File: src/rtl/sseg_pkg.sv
// Shared seven-segment definitions: active-low glyph patterns, capture FSM states
// and the pattern-to-nibble decoder used by both display and capture blocks.
package sseg_pkg;

   localparam logic [6:0] SEG_0     = 7'h40;
   localparam logic [6:0] SEG_1     = 7'h79;
   localparam logic [6:0] SEG_2     = 7'h24;
   localparam logic [6:0] SEG_3     = 7'h30;
   localparam logic [6:0] SEG_4     = 7'h19;
   localparam logic [6:0] SEG_5     = 7'h12;
   localparam logic [6:0] SEG_6     = 7'h02;
   localparam logic [6:0] SEG_7     = 7'h78;
   localparam logic [6:0] SEG_8     = 7'h00;
   localparam logic [6:0] SEG_9     = 7'h10;
   localparam logic [6:0] SEG_A     = 7'h08;
   localparam logic [6:0] SEG_B     = 7'h03;
   localparam logic [6:0] SEG_C     = 7'h46;
   localparam logic [6:0] SEG_D     = 7'h21;
   localparam logic [6:0] SEG_E     = 7'h06;
   localparam logic [6:0] SEG_F     = 7'h0E;
   localparam logic [6:0] SEG_BLANK = 7'h7F;

   typedef enum logic [1:0] {
      ST_IDLE,
      ST_SETTLE,
      ST_CAPTURE,
      ST_HOLD
   } sseg_state_t;

   typedef struct packed {
      logic [3:0] nibble;
      logic       blank;
      logic       err;
   } seg_dec_t;

   // Unknown patterns decode to nibble 0 with err set, so a bad digit never aliases a real one.
   function automatic seg_dec_t seg_decode(input logic [6:0] seg);
      seg_dec_t d;
      d.nibble = 4'h0;
      d.blank  = 1'b0;
      d.err    = 1'b0;
      case (seg)
         SEG_0:     d.nibble = 4'h0;
         SEG_1:     d.nibble = 4'h1;
         SEG_2:     d.nibble = 4'h2;
         SEG_3:     d.nibble = 4'h3;
         SEG_4:     d.nibble = 4'h4;
         SEG_5:     d.nibble = 4'h5;
         SEG_6:     d.nibble = 4'h6;
         SEG_7:     d.nibble = 4'h7;
         SEG_8:     d.nibble = 4'h8;
         SEG_9:     d.nibble = 4'h9;
         SEG_A:     d.nibble = 4'hA;
         SEG_B:     d.nibble = 4'hB;
         SEG_C:     d.nibble = 4'hC;
         SEG_D:     d.nibble = 4'hD;
         SEG_E:     d.nibble = 4'hE;
         SEG_F:     d.nibble = 4'hF;
         SEG_BLANK: d.blank  = 1'b1;
         default:   d.err    = 1'b1;
      endcase
      return d;
   endfunction

endpackage

File: src/rtl/sseg_glyph_decode.sv
// Combinational decode of one active-low segment byte {dp,g..a} into nibble and flags.
module sseg_glyph_decode
   import sseg_pkg::*;
(
   input  logic [7:0] sig,
   output logic [3:0] nibble,
   output logic       dp,
   output logic       blank,
   output logic       err
);

   seg_dec_t dec;

   assign dec    = seg_decode(sig[6:0]);
   assign nibble = dec.nibble;
   assign blank  = dec.blank;
   assign err    = dec.err;
   assign dp     = ~sig[7];

endmodule

File: src/rtl/sseg_capture.sv
// Passive monitor for a multiplexed active-low seven-segment bus: debounces each
// anode/pattern pair, decodes it and publishes a 4-digit word once all digits are seen.
module sseg_capture
   import sseg_pkg::*;
#(
   parameter int SYNC_STAGES    = 2,
   parameter int SETTLE_CYCLES  = 16,
   parameter int TIMEOUT_CYCLES = 1048576
) (
   input  logic        clk,
   input  logic        rst,
   input  logic [3:0]  sseg_an,
   input  logic [7:0]  sseg_sig,
   output logic [15:0] value,
   output logic [3:0]  dp,
   output logic [3:0]  blank,
   output logic [3:0]  err,
   output logic        frame_valid,
   output logic        active
);

   localparam int SW = $clog2(SETTLE_CYCLES + 1);
   localparam int TW = $clog2(TIMEOUT_CYCLES + 1);
   localparam logic [SW-1:0] SETTLE_MAX = SW'(SETTLE_CYCLES);
   localparam logic [TW-1:0] TO_MAX     = TW'(TIMEOUT_CYCLES);

   logic [SYNC_STAGES-1:0][3:0] an_sync;
   logic [SYNC_STAGES-1:0][7:0] sig_sync;
   logic [3:0]  an_s;
   logic [7:0]  sig_s;
   logic [11:0] cur_pair;
   logic        an_valid;

   sseg_state_t state;
   logic [11:0] pair_q;
   logic [SW-1:0] settle_cnt;
   logic [TW-1:0] to_cnt;
   logic [3:0]  seen;
   logic [15:0] sh_value;
   logic [3:0]  sh_dp, sh_blank, sh_err;

   logic [3:0]  dec_nibble;
   logic        dec_dp, dec_blank, dec_err;
   logic [1:0]  cap_idx;
   logic [15:0] sh_value_n;
   logic [3:0]  sh_dp_n, sh_blank_n, sh_err_n, seen_upd;

   function automatic logic [1:0] an_index(input logic [3:0] an);
      case (an)
         4'b1101: an_index = 2'd1;
         4'b1011: an_index = 2'd2;
         4'b0111: an_index = 2'd3;
         default: an_index = 2'd0;
      endcase
   endfunction

   // Reset drives the synchroniser to all-zero anodes, which reads as an invalid bus.
   always_ff @(posedge clk or negedge rst) begin
      if (!rst) begin
         an_sync  <= '0;
         sig_sync <= '0;
      end else begin
         an_sync  <= {an_sync[SYNC_STAGES-2:0], sseg_an};
         sig_sync <= {sig_sync[SYNC_STAGES-2:0], sseg_sig};
      end
   end

   assign an_s     = an_sync[SYNC_STAGES-1];
   assign sig_s    = sig_sync[SYNC_STAGES-1];
   assign cur_pair = {an_s, sig_s};
   assign an_valid = ($countones(~an_s) == 1);

   sseg_glyph_decode u_decode (
      .sig    (pair_q[7:0]),
      .nibble (dec_nibble),
      .dp     (dec_dp),
      .blank  (dec_blank),
      .err    (dec_err)
   );

   assign cap_idx  = an_index(pair_q[11:8]);
   assign seen_upd = seen | (4'b0001 << cap_idx);

   // Next shadow contents, so a completing capture can publish its own digit in the same edge.
   always_comb begin
      sh_value_n = sh_value;
      sh_dp_n    = sh_dp;
      sh_blank_n = sh_blank;
      sh_err_n   = sh_err;
      if (state == ST_CAPTURE) begin
         sh_value_n[4*cap_idx +: 4] = dec_nibble;
         sh_dp_n[cap_idx]           = dec_dp;
         sh_blank_n[cap_idx]        = dec_blank;
         sh_err_n[cap_idx]          = dec_err;
      end
   end

   always_ff @(posedge clk or negedge rst) begin
      if (!rst) begin
         state       <= ST_IDLE;
         pair_q      <= '0;
         settle_cnt  <= '0;
         to_cnt      <= '0;
         seen        <= '0;
         sh_value    <= '0;
         sh_dp       <= '0;
         sh_blank    <= '0;
         sh_err      <= '0;
         value       <= '0;
         dp          <= '0;
         blank       <= '0;
         err         <= '0;
         frame_valid <= 1'b0;
         active      <= 1'b0;
      end else begin
         frame_valid <= 1'b0;

         case (state)
            ST_IDLE: begin
               if (an_valid) begin
                  state      <= ST_SETTLE;
                  pair_q     <= cur_pair;
                  settle_cnt <= SW'(1);
               end
            end
            ST_SETTLE: begin
               if (!an_valid) begin
                  state <= ST_IDLE;
               end else if (cur_pair != pair_q) begin
                  pair_q     <= cur_pair;
                  settle_cnt <= SW'(1);
               end else if (settle_cnt == SETTLE_MAX) begin
                  state <= ST_CAPTURE;
               end else begin
                  settle_cnt <= settle_cnt + SW'(1);
               end
            end
            ST_CAPTURE: state <= ST_HOLD;
            ST_HOLD: begin
               if (!an_valid) begin
                  state <= ST_IDLE;
               end else if (cur_pair != pair_q) begin
                  state      <= ST_SETTLE;
                  pair_q     <= cur_pair;
                  settle_cnt <= SW'(1);
               end
            end
            default: state <= ST_IDLE;
         endcase

         // A capture always wins over timeout saturation in the same cycle.
         if (state == ST_CAPTURE) begin
            sh_value <= sh_value_n;
            sh_dp    <= sh_dp_n;
            sh_blank <= sh_blank_n;
            sh_err   <= sh_err_n;
            to_cnt   <= '0;
            active   <= 1'b1;
            if (seen_upd == 4'hF) begin
               value       <= sh_value_n;
               dp          <= sh_dp_n;
               blank       <= sh_blank_n;
               err         <= sh_err_n;
               frame_valid <= 1'b1;
               seen        <= '0;
            end else begin
               seen <= seen_upd;
            end
         end else begin
            if (to_cnt == TO_MAX) seen <= '0;
            else                  to_cnt <= to_cnt + TW'(1);
            if (to_cnt >= TO_MAX - TW'(1)) active <= 1'b0;
         end
      end
   end

endmodule
File: config.mk
export PLATFORM = sky130hd
export DESIGN_NAME = sseg_capture
export DESIGN_NICKNAME = d
export VERILOG_FILES = /design/src/rtl/sseg_pkg.sv /design/src/rtl/sseg_glyph_decode.sv /design/src/rtl/sseg_capture.sv
export SDC_FILE = /design/constraint.sdc
export NUM_CORES = 1
export LEC_CHECK = 0
export BUFFER_PORTS_ARGS = -buffer_cell sky130_fd_sc_hd__buf_4
export CAP_MARGIN = 20
export CORE_ASPECT_RATIO = 0.7
export CORE_MARGIN = 10
export CORE_UTILIZATION = 50
export DETAILED_ROUTE_END_ITERATION = 16
export PLACE_DENSITY = 0.73
export SLEW_MARGIN = 10
export SYNTH_ARGS = -nofsm -noshare
export SYNTH_HDL_FRONTEND = slang
export SYNTH_HIERARCHICAL = 1
export SYNTH_SLANG_ARGS = --single-unit
export TNS_END_PERCENT = 10
File: constraint.sdc
create_clock -name clk -period 3.39 [get_ports clk]
set_clock_uncertainty 0.1 [all_clocks]
set_input_delay 0.1695 -clock clk [delete_from_list [all_inputs] [get_ports clk]]
set_output_delay 0.1695 -clock clk [all_outputs]
set_load 0.02 [all_outputs]
After elaboration in Yosys (flattened, before gate mapping)
Index checks and enable logic that the tools add are counted.
{ "totals": {"reg_bits": 126, "latchBits": 0, "mem_bits_rw": 0, "mem_bits_ro": 0, "in_bits": 14, "output_inout_bits": 30, "word_cells": 122, "mem_count": 0} }
{ "classes": {"addsub": 6, "mul": 0, "n_div": 0, "n_lt_le_gt_ge": 3, "n_eq_ne": 38, "shift": 3, "muxes": 37, "n_bitwise": 3, "n_reduce_logical": 13} }
{ "ops": {"columns": ["operator", "n"], "rows": [
  ["one-hot mux 4 bit (15 select lines)", 1],
  ["two-way mux 21 bit", 2],
  ["two-way mux 12 bit", 3],
  ["equality test 7 bit, second input constant", 5],
  ["negation 4 -> 34 bit", 1],
  ["variable shift 4 x 34 -> 16 bit, first input constant", 1],
  ["variable part select 4 x 34 -> 16 bit", 1],
  ["two-way mux 5 bit", 6],
  ["one-hot mux 12 bit (2 select lines)", 1],
  ["adder 21 x 1 -> 21 bit, second input constant", 1],
  ["equality test 21 bit, second input constant", 1],
  ["equality test 7 x 5 -> 1 bit, second input constant", 3],
  ["equality test 7 x 6 -> 1 bit, second input constant", 3],
  [">= comparator 21 x 20 -> 1 bit, second input constant", 1],
  ["OR reduction 17 bit", 1],
  ["bitwise mux 16 bit", 1],
  ["one-hot mux 5 bit (3 select lines)", 1],
  ["equality test 7 x 2 -> 1 bit, second input constant", 2],
  ["equality test 7 x 4 -> 1 bit, second input constant", 2],
  ["bitwise mux 4 bit", 3],
  ["equality test 4 bit, second input constant", 3],
  ["two-way mux 2 bit", 6],
  ["two-way mux 4 bit", 3],
  ["inequality test 12 bit", 1],
  ["other kinds (31)", 50]
]} }

Longest topological paths before layout
{ "depth": {"word_depth": 7, "mapped_depth": 11, "mapped_depth_nobuf": 9} }

Cells and area by module
The synthesis kept the hierarchy.
{ "by_module_without_submodules": {"columns": ["module", "n_inst", "cells_each", "area_each_um2", "seq_area_each_um2"], "rows": [
  ["sseg_capture", 1, 481, 5519.0, 3153.0],
  ["sseg_glyph_decode", 1, 63, 421.7, 0.0]
]} }

Least setup slack after synthesis
No wires, ideal clock.
{ "synth_path": {"path_type": "reg-to-reg", "from": "register an_sync, in the netlist an_s[0]", "to": "register settle_cnt[2]", "setup_ps": 69, "t_arrival_ps": 2555, "required_ps": 3221, "setup_slack_ps": 666, "path_stages_with_launch": 9, "n_path_buf": 0, "period_less_slack_ps": 2724, "cell_sequence": "dfrtp_1 -> fa_1 -> inv_1 -> ha_1 -> ha_1 -> nor3b_1 -> nand2_1 -> or4_1 -> nand3_1"} }
{ "synth_via": {"elab_chain_len": 6, "word_cells_on_any_way": 14, "classes_between": "add/sub: 2; eq/ne: 7; mux: 3; bitwise: 1; reduce/logical: 1"} }
{ "synth_rtl": {"columns": ["item", "line_no", "rtl"], "rows": [
  ["start: declaration", "sseg_capture.sv:27", "logic [SYNC_STAGES-1:0][3:0] an_sync;"],
  ["start signal: assignment", "sseg_capture.sv:63", "an_sync <= {an_sync[SYNC_STAGES-2:0], sseg_an};"],
  ["inverter 4 bit", "sseg_capture.sv:71", "assign an_valid = ($countones(~an_s) == 1);"],
  ["adder 1 x 1 -> 2 bit (implied by the code)", "sseg_capture.sv:71", null],
  ["adder 2 x 2 -> 3 bit (implied by the code)", "sseg_capture.sv:71", null],
  ["equality test 3 x 1 -> 1 bit", "sseg_capture.sv:71", null],
  ["inequality test 2 bit (no source line)", null, null],
  ["AND reduction 6 bit (no source line)", null, null],
  ["end signal: assignment", "sseg_capture.sv:135", "settle_cnt <= settle_cnt + SW'(1);"],
  ["end: declaration", "sseg_capture.sv:36", "logic [SW-1:0] settle_cnt;"]
]} }
Several ways; a longest one is shown, not always the timed one. The select of a mux whose other input is x is not followed.
A chain may end at the register's enable or synchronous reset.

Final worst setup path
Ends and elaborated chain as after synthesis.

==> flow_summary.ini <==
[timing]
setup_violations = 0
max_slew_margin_pct = 46.4
fin_crit_ps = 2730
clock.fmax_mhz = 367
finalHoldViolCount = 0
finalMaxSlewViolations = 0
worst_slew_pin_slew_ps = 804
fin_crit_sh_pct = 80.5
grt_setup_unrepaired = false
tns_ps = 0

[critical_path]
r2r_end = settle_cnt[2]
crit_path_frequent_cell = ha_1
path_class = flip-flop to flip-flop
critPathMaxFanout = 7
crit_chain = fa_1 -> inv_1 -> ha_1 -> ha_1 -> nor3b_1 -> buf_4 -> nand2_1 -> or4_1 -> nand3_1
timing.rr.start = an_s[0]
max_stage_delay_ps = 550
cp_slowest_cell = fa_1
end_kind = flip-flop
cp-start-kind = flip-flop
crit_arrival_ps = 2970
critPathRequiredTime_ps = 3630
rr_worst_depth = 9
worst-r2r-setup-slack_ps = 660

[global_routing]
met1_usage_pct = 20.8
grt_util_met3_pct = 4.61
use_met2_pct = 22.5
grt_pass1_wl_um = 20700
antenna_found_initial = 0
grt-ovfl-total = 0
grt_start_max_net_pins = 65
grt_pass1_vias = 4205
grt_busiest_layer = met2
grtUsageTotal_pct = 15.1

[yosys]
synth-main-ff-cell = dfrtp_1
async_reset_ff_share_pct = 100
yosys_warnings = 6
synth_largest_area_cell = dfrtp_1
avgSynthCellArea_sq_um = 10.9
netlist.area_leader.share_pct = 53.1
synth-edff-count = 0
ys_ff_latch = 126
synth_commonest_cells = dfrtp_1 (126), nor2_1 (67), a21oi_1 (57)
syn_inst = 544
syn_nets = 571
yosysMostFrequentCell = dfrtp_1
synth-seq-area-share_pct = 53.1
ys_types = 62
synthTopCellsByArea = dfrtp_1 (53%), a21oi_1 (4.8%), nor2_1 (4.2%), mux2_2 (3.6%), xor2_1 (3.4%)
netlist_area_sq_um = 5940

[floorplan]
core_area_sq_um = 11600
die-area_sq_um = 16700
num_rows = 33
dieHeight_um = 111
start_util_pct = 51.0
die_w_um = 150
io_pins = 44

[clock_network]
h-tree-depth = 4
cts-root-buf = clkbuf_16
clkTransAtPathRegs_ps = 50
cts_buffers = 17
clkSinkCount = 126
cts_tree = done
cts_setup_buffers = 0
clk_latency_ps = 400
cts_max_path_buffers = 2

[flow_run]
drv_cap = 0

[placed_design]
dp_cells = 724
dp_hpwl_um = 8220
numPortBuffers = 43
gp_congestion = 0.805

[finish]
postLayoutCoreUtil_pct = 61.1
areaGrowthSynthToFinish_pct = 19.8
drive_above_1_share_pct = 19.2
nets = 626
final_cell_count_no_fill = 766
nFillCells = 950
num_antenna_cells = 0

[hold_path]
worstHoldStart = an_sync[2]
hold_class = flip-flop to flip-flop
min_to = an_s[2]
whs_path_depth = 0

[power_and_ir_drop]
leakage_uw = 0.00328
ir_worst_vdd_v = 0.000442
power.density_nw_per_um2 = 627

[route]
drtIter0Drc = 400
drtAntennaViolNets = 0
vias = 4204
routed_wl_um = 12100
drc_errors = 0
drtPass1Iterations = 6
avgRoutedWirePerCell_um = 15.7
vias_per_cell = 5.49

[run_status]
status = complete, no violations
stage by stage:
step           power (uW)  area [sq um]  worst slack [ps]  hold slack (ps)
2_1_floorplan        2480          5940               666             -226
3_3_place_gp         2670          6420               708              179
3_5_place_dp         2720          6420               652              180
4_1_cts              4500          7120               650              248
5_1_grt              4700          7120               402              253
6_report             4460          7120               662              245
power breakdown:
part           switching (uW)  internal (uW)  total (uW)
clock                     612           1140        1750
sequential                235           1580        1820
combinational             510            380         890
total                    1360           3110        4460
logic make-up (layout without fill, tap and decap cells):
kind of cell               Yosys count  after routing  synth area share (%)
buffers and inverters               43            108                  3.33
xor gates and xnor gates            32             32                  4.72
adders and majority gates           13             13                  2.86
DFF                                126            126                  53.1
AOI/OAI and AO/OA                  100            100                  11.0
muxes                               37             37                  6.74
and+or+nand+nor                    193            193                  18.2
placed cells by master, fill, tap and decap left out, drive strengths merged, types with 8 or more instances in the layout:
cell / netlist / routed
a21oi: 57 / 57
a32o: 16 / 16
and3: 10 / 10
buf: 22 / 56
clkbuf: 11 / 22
dfrtp: 126 / 126
dlygate4sd3: 0 / 13
ha: 12 / 12
inv: 10 / 10
mux2: 24 / 24
mux2i: 13 / 13
nand2: 22 / 22
nand3: 17 / 17
nand4: 10 / 10
nor2: 67 / 67
nor2b: 21 / 21
nor4: 8 / 8
xnor2: 9 / 9
xor2: 23 / 23
worst max path at each step:
stage                           from            end  cells past startpoint
final                        an_s[0]  settle_cnt[2]                      9
after CTS                    an_s[0]  settle_cnt[2]                      9
after global placement       an_s[0]  settle_cnt[2]                      9
after floorplan              an_s[0]  settle_cnt[2]                      8
after global routing      pair_q[11]       value[4]                      9
after detailed placement     an_s[0]  settle_cnt[2]                      9
metal layers:
layer | up-vias | wire (um)
met5 | - | 0
met4 | 0 | 112
met3 | 14 | 607
met2 | 90 | 5520
met1 | 2057 | 5830
li1 | 2043 | -
worst max-delay path, delay by kind of cell, from the launching register on:
kind / cells / cell delay, ps
buffers and inverters: 2 / 210
AND/OR/NAND/NOR: 4 / 960
flip-flops: 1 / 420
adder cells (fa/ha/maj): 3 / 990
area by class of cell:
class,instances,area (sq um),share of cell area [%]
clock inverters,7,87.6,1.23
clock buffers,22,484,6.80
repair buffers,69,563,7.91
inverters,10,37.5,0.527
flip-flops and latches,126,3150,44.3
well taps,157,196,2.76
multi-input cells,375,2600,36.5
repair_timing:
action | CTS | global route
hold endpoints to repair | 73 | 0
gates resized for setup | 0 | 0
hold buffers | 13 | 0
registers in the layout (all words and copies together), names as in the netlist, 4 cells and up, named ones only:
register    count
an_s            4
an_sync         4
blank           4
dp              4
err             4
pair_q         12
seen            4
settle_cnt      5
sh_blank        4
sh_dp           4
sh_err          4
sh_value       16
sig_s           8
sig_sync        8
to_cnt         21
value          16
Power figures use the tool's default switching activity.
